## src/rtl/mem_test_pkg.sv

```systemverilog
// Shared types and default sizing for the memory data-bus tester access adapter.
// Contents:
//   mem_acc_state_t        adapter FSM state encoding
//   DEFAULT_DATUM_WIDTH    default data word width
//   DEFAULT_ADDR_WIDTH     default memory address width
//   DEFAULT_TIMEOUT_CYCLES default per-transaction ack wait limit
package mem_test_pkg;

  typedef enum logic [1:0] {
    IDLE    = 2'd0,
    WR_WAIT = 2'd1,
    RD_WAIT = 2'd2,
    TIMEOUT = 2'd3
  } mem_acc_state_t;

  localparam int DEFAULT_DATUM_WIDTH    = 8;
  localparam int DEFAULT_ADDR_WIDTH     = 8;
  localparam int DEFAULT_TIMEOUT_CYCLES = 256;

endpackage

```

## src/rtl/mem_test_timeout_cnt.sv

```systemverilog
// Saturating wait counter for the access adapter.
// Ports:
//   clk   in  clock, rising edge
//   rst   in  asynchronous active-high reset
//   clr   in  synchronous clear to zero (wins over en)
//   en    in  count enable, one step per cycle
//   tc    out count has reached TIMEOUT_CYCLES-1 (terminal count)
module mem_test_timeout_cnt #(
  parameter int TIMEOUT_CYCLES = 256
) (
  input  logic clk,
  input  logic rst,
  input  logic clr,
  input  logic en,
  output logic tc
);

  localparam int CNT_WIDTH = $clog2(TIMEOUT_CYCLES);
  localparam logic [CNT_WIDTH-1:0] TC_VAL = CNT_WIDTH'(TIMEOUT_CYCLES - 1);

  logic [CNT_WIDTH-1:0] cnt;

  // Holds at TC_VAL instead of wrapping, so tc stays asserted until cleared.
  always_ff @(posedge clk or posedge rst) begin
    if (rst) begin
      cnt <= '0;
    end else if (clr) begin
      cnt <= '0;
    end else if (en && (cnt != TC_VAL)) begin
      cnt <= cnt + CNT_WIDTH'(1);
    end
  end

  assign tc = (cnt == TC_VAL);

endmodule

```

## src/rtl/mem_test_access_adapter.sv

```systemverilog
// Access adapter between the walking-ones data-bus tester and a req/ack memory port.
// Each tester request becomes one memory transaction; a stuck memory is caught by a
// per-transaction timeout that raises a sticky o_timeout.
// Ports:
//   i_clk, i_rst_async            clock and asynchronous active-high reset
//   i_wr_req, i_rd_req            request pulses from the tester (sampled in IDLE)
//   i_clear                       clears o_timeout; leaves TIMEOUT back to IDLE
//   i_address, i_wr_data          request address and write data
//   o_write_ready, o_read_valid   one-cycle completion pulses
//   o_read_data                   last read word, held until the next read
//   o_busy, o_timeout             status
//   o_mem_req/we/addr/wdata       memory request side (all registered)
//   i_mem_ack, i_mem_rdata        memory completion and read data
//
// state   | meaning
// IDLE    | waiting for a tester request
// WR_WAIT | write issued, waiting for ack
// RD_WAIT | read issued (or about to be re-issued after a read-back write)
// TIMEOUT | ack never came; parked until i_clear
module mem_test_access_adapter
  import mem_test_pkg::*;
#(
  parameter int DATUM_WIDTH    = DEFAULT_DATUM_WIDTH,
  parameter int ADDR_WIDTH     = DEFAULT_ADDR_WIDTH,
  parameter int TIMEOUT_CYCLES = DEFAULT_TIMEOUT_CYCLES
) (
  input  logic                   i_clk,
  input  logic                   i_rst_async,
  input  logic                   i_wr_req,
  input  logic                   i_rd_req,
  input  logic                   i_clear,
  input  logic [ADDR_WIDTH-1:0]  i_address,
  input  logic [DATUM_WIDTH-1:0] i_wr_data,
  output logic                   o_write_ready,
  output logic                   o_read_valid,
  output logic [DATUM_WIDTH-1:0] o_read_data,
  output logic                   o_busy,
  output logic                   o_timeout,
  output logic                   o_mem_req,
  output logic                   o_mem_we,
  output logic [ADDR_WIDTH-1:0]  o_mem_addr,
  output logic [DATUM_WIDTH-1:0] o_mem_wdata,
  input  logic                   i_mem_ack,
  input  logic [DATUM_WIDTH-1:0] i_mem_rdata
);

  mem_acc_state_t         state, state_n;
  logic                   pend_rd, pend_rd_n;
  logic                   req_n, we_n, wr_ready_n, rd_valid_n, timeout_n;
  logic [ADDR_WIDTH-1:0]  addr_n;
  logic [DATUM_WIDTH-1:0] wdata_n, rdata_n;
  logic                   cnt_clr, cnt_tc;

  mem_test_timeout_cnt #(
    .TIMEOUT_CYCLES(TIMEOUT_CYCLES)
  ) u_timeout_cnt (
    .clk (i_clk),
    .rst (i_rst_async),
    .clr (cnt_clr),
    .en  (o_mem_req),
    .tc  (cnt_tc)
  );

  always_ff @(posedge i_clk or posedge i_rst_async) begin
    if (i_rst_async) begin
      state         <= IDLE;
      pend_rd       <= 1'b0;
      o_mem_req     <= 1'b0;
      o_mem_we      <= 1'b0;
      o_mem_addr    <= '0;
      o_mem_wdata   <= '0;
      o_read_data   <= '0;
      o_write_ready <= 1'b0;
      o_read_valid  <= 1'b0;
      o_timeout     <= 1'b0;
      o_busy        <= 1'b0;
    end else begin
      state         <= state_n;
      pend_rd       <= pend_rd_n;
      o_mem_req     <= req_n;
      o_mem_we      <= we_n;
      o_mem_addr    <= addr_n;
      o_mem_wdata   <= wdata_n;
      o_read_data   <= rdata_n;
      o_write_ready <= wr_ready_n;
      o_read_valid  <= rd_valid_n;
      o_timeout     <= timeout_n;
      o_busy        <= (state_n != IDLE);
    end
  end

  always_comb begin
    state_n    = state;
    pend_rd_n  = pend_rd;
    req_n      = o_mem_req;
    we_n       = o_mem_we;
    addr_n     = o_mem_addr;
    wdata_n    = o_mem_wdata;
    rdata_n    = o_read_data;
    wr_ready_n = 1'b0;
    rd_valid_n = 1'b0;
    timeout_n  = o_timeout;
    cnt_clr    = 1'b0;

    if (i_clear) begin
      timeout_n = 1'b0;
    end

    case (state)
      IDLE: begin
        if (i_wr_req) begin
          state_n   = WR_WAIT;
          req_n     = 1'b1;
          we_n      = 1'b1;
          addr_n    = i_address;
          wdata_n   = i_wr_data;
          pend_rd_n = i_rd_req;
          cnt_clr   = 1'b1;
        end else if (i_rd_req) begin
          state_n = RD_WAIT;
          req_n   = 1'b1;
          we_n    = 1'b0;
          addr_n  = i_address;
          cnt_clr = 1'b1;
        end
      end

      WR_WAIT: begin
        // Ack is checked before terminal count so a last-cycle ack still completes.
        if (i_mem_ack) begin
          req_n      = 1'b0;
          we_n       = 1'b0;
          wr_ready_n = 1'b1;
          pend_rd_n  = 1'b0;
          state_n    = pend_rd ? RD_WAIT : IDLE;
        end else if (cnt_tc) begin
          state_n   = TIMEOUT;
          req_n     = 1'b0;
          we_n      = 1'b0;
          timeout_n = 1'b1;
          pend_rd_n = 1'b0;
        end
      end

      RD_WAIT: begin
        // After a read-back write, req is low for one cycle: re-raise it here so the
        // memory sees a fresh request edge and the wait counter restarts.
        if (!o_mem_req) begin
          req_n   = 1'b1;
          cnt_clr = 1'b1;
        end else if (i_mem_ack) begin
          req_n      = 1'b0;
          rdata_n    = i_mem_rdata;
          rd_valid_n = 1'b1;
          state_n    = IDLE;
        end else if (cnt_tc) begin
          state_n   = TIMEOUT;
          req_n     = 1'b0;
          timeout_n = 1'b1;
          pend_rd_n = 1'b0;
        end
      end

      TIMEOUT: begin
        if (i_clear) begin
          state_n = IDLE;
        end
      end

      default: state_n = IDLE;
    endcase
  end

endmodule

```

## config.mk

```make
export PLATFORM = sky130hd
export DESIGN_NAME = mem_test_access_adapter
export DESIGN_NICKNAME = d
export VERILOG_FILES = /design/src/rtl/mem_test_pkg.sv /design/src/rtl/mem_test_timeout_cnt.sv /design/src/rtl/mem_test_access_adapter.sv
export SDC_FILE = /design/constraint.sdc
export NUM_CORES = 1
export LEC_CHECK = 0
export CORE_MARGIN = 2
export CORE_UTILIZATION = 30
export CTS_BUF_LIST = sky130_fd_sc_hd__clkbuf_4
export DETAILED_ROUTE_END_ITERATION = 10
export HOLD_SLACK_MARGIN = 0.03
export PLACE_DENSITY = 0.62
export SLEW_MARGIN = 25
export SYNTH_ARGS = -nofsm -noshare
export SYNTH_HDL_FRONTEND = slang
export SYNTH_SLANG_ARGS = --single-unit
```

## constraint.sdc

```tcl
create_clock -name i_clk -period 5.15 [get_ports i_clk]
set_input_delay 1.03 -clock i_clk [delete_from_list [all_inputs] [get_ports i_clk]]
set_output_delay 1.03 -clock i_clk [all_outputs]
set_load 0.1 [all_outputs]
```

==> impl_metrics.json <==
{
  "critPathSlowestCell": "clkdlybuf4s50_1",
  "core_area_um2": 6280,
  "vias": 1426,
  "nets": 257,
  "io_pins": 60,
  "die_w_um": 83.9,
  "yosysTopAreaCellShare_pct": 53.5,
  "place_congestion": 0.774,
  "rsz0062_at_grt": "no",
  "critPathKind": "reg2out",
  "drive_gt1_share_pct": 16.6,
  "cts_made_buffers": 5,
  "fin_crit_sh_pct": 64.3,
  "initial_utilization_pct": 30.5,
  "yosysWarnings": 0,
  "clock-sinks": 41,
  "clk_latency_ns": 0.35,
  "row_count": 29,
  "relSlewSlack_pct": 33.9,
  "wl_met2_um": 1820,
  "status": "complete, no violations",
  "dr.pass1.iters": 4,
  "yosys.area_share.simple_pct": 11.9,
  "antenna_cells": 0,
  "synth.most_common_cell": "dfrtp_1",
  "wl_met3_um": 302,
  "synthTopCellsByArea": "dfrtp_1, mux2_2, ha_1, o21ai_0, inv_1",
  "fin_cells": 300,
  "portBuffers": 59,
  "path_buf_inv": 1,
  "dp_cells": 292,
  "crit_path_start_kind": "flip-flop",
  "synthToLayoutAreaGrowth_pct": 37.8,
  "path_delay_family": "buffers and inverters",
  "synth_top_family_by_area": "multiplexers",
  "yosysUniqueCellTypes": 43,
  "syn_area_um2": 1920,
  "dpl.hpwl_um": 2830,
  "clockRootBuffer": "clkbuf_4",
  "synth-xor-area-share_pct": 1.37,
  "cp_max_fo": 18,
  "wl_um": 3920,
  "grt_max_degree": 42,
  "grt_pass1_vias": 1549,
  "finalCriticalPeriod_ns": 3.31,
  "cts_hold_buf": 0,
  "drc": 0,
  "crit_chain": "clkdlybuf4s50_1",
  "die_y_um": 83.9,
  "yosysTopAreaCell": "dfrtp_1",
  "synth_cells": 161,
  "syn_nets": 196,
  "maxSlewViolCount": 0,
  "crit_path_max_incr_delay_ns": 1.25,
  "synth_common_cells": "dfrtp_1, mux2_2, inv_1, o21ai_0, nor2_1",
  "track_usage_pct": 12.5,
  "synth_flop_cell": "dfrtp_1",
  "highest_layer": "met3",
  "muxShareOfSynthArea_pct": 15.1,
  "grt_pass1_wl_um": 7180,
  "hold_violations": 0,
  "synth_compound_area_share_pct": 11.2,
  "post-cts-setup-buffers": 0,
  "tns_ns": 0,
  "max_freq_mhz": 302,
  "required_ns": 4.12,
  "worstPathArrival_ns": 2.28,
  "hold_class": "reg2reg",
  "cp-end-kind": "output port",
  "post_cts_resized": 0,
  "synthArstFlopShare_pct": 100,
  "yosys_register_bits": 41,
  "synth_fa_ha_area_share_pct": 3.26,
  "tightest_slew_ns": 0.988,
  "clk_path_buf_depth": 2,
  "htreeDepth": 2,
  "grt-ovfl-total": 0,
  "synth_edf_count": 0,
  "drv_cap": 0,
  "fin_skew_ns": 0.00573,
  "path_clk_slew_ns": 0.12,
  "antenna_left": 0,
  "met1_length_um": 1800,
  "die_area_um2": 7050,
  "avgSynthCellArea_um2": 11.9,
  "vias_per_cell": 4.75,
  "antenna_found_initial": 0,
  "drt_iter0_drc": 88,
  "cts_tree": "yes",
  "finalSetupViolations": 0,
  "detail_route.wl_per_cell_um": 13.1,
  "synth-seq-area-share_pct": 53.5
}
kinds of logic after synthesis:
group,after synthesis
multiplexers,26
flip-flops,41
adder cells (fa/ha/maj),5
AND/OR/NAND/NOR,38
XOR/XNOR,3
buffers and inverters,16
AO/OA/AOI/OAI,32
routing by layer:
metal / vias to the layer above / track usage [%]
met3: 0 / 6.43
met4: 0 / 1.76
met2: 42 / 19.0
met5: - / 0
met1: 686 / 16.3
li1: 698 / -
flip-flops by register name (all words and copies together) (netlist names), 2 cells and up:
signal,cells
o_mem_addr,8
o_mem_wdata,8
o_read_data,8
state,2
u_timeout_cnt.cnt,8
metrics by stage:
stage                     instance area [um^2]  setup WS [ns]  util (%)  hold slack (ns)
after global placement                    2580           2.07      41.1            0.475
final                                     2640           1.84      42.1            0.507
after global routing                      2640           1.71      42.1            0.532
after floorplan                           1920           3.12         -            0.467
after detailed placement                  2580           2.01      41.1            0.483
after CTS                                 2640           1.80      42.1            0.514
area by class of cell:
type | instances | area [um^2]
inverter | 10 | 37.5
fill | 590 | 3640
multi-input combinational | 104 | 823
clock inverter | 2 | 15.0
sequential | 41 | 1030
tap | 77 | 96.3
clock buffer | 6 | 45.0
timing repair buffer | 60 | 598
path summary, 6_finish.rpt:
check | startpoint | end | slack, ns | cells after the start
worst max-delay path | o_mem_req$_DFFE_PP0P_ | o_mem_req | 1.84 | 1
worst min-delay path | o_mem_we$_DFFE_PP0P_ | o_mem_we$_DFFE_PP0P_ | 0.51 | 1
worst max register to register | state[0]$_DFF_PP0_ | u_timeout_cnt.cnt[6]$_DFFE_PP0P_ | 2.95 | 5
worst min register to register | o_mem_we$_DFFE_PP0P_ | o_mem_we$_DFFE_PP0P_ | 0.51 | 1
max in group asynchronous | i_rst_async | o_mem_wdata[6]$_DFFE_PP0P_ | 3.70 | 3
min in group asynchronous | i_rst_async | o_read_data[7]$_DFFE_PP0P_ | 1.09 | 3
cells in the final DEF (no fill, tap or decap), types with 2 or more instances in the layout:
cell and count:
a21o_1 2, a21oi_1 4, a32o_1 2, and4b_1 2, clkbuf_4 6, clkdlybuf4s50_1 59
clkinvlp_4 2, dfrtp_1 41, ha_1 5, inv_1 10, mux2_2 24, mux2i_1 2
nand2_1 5, nand2b_1 3, nand3_1 4, nor2_1 8, nor2b_1 2, nor3_1 2
nor4_1 2, o211ai_1 3, o21ai_0 9, o21ai_1 2, or3_1 2, xor2_1 2
Power is left out: the tool's default activity adds up to more than one toggle a clock period on the data nets, which glitch-free logic cannot reach.
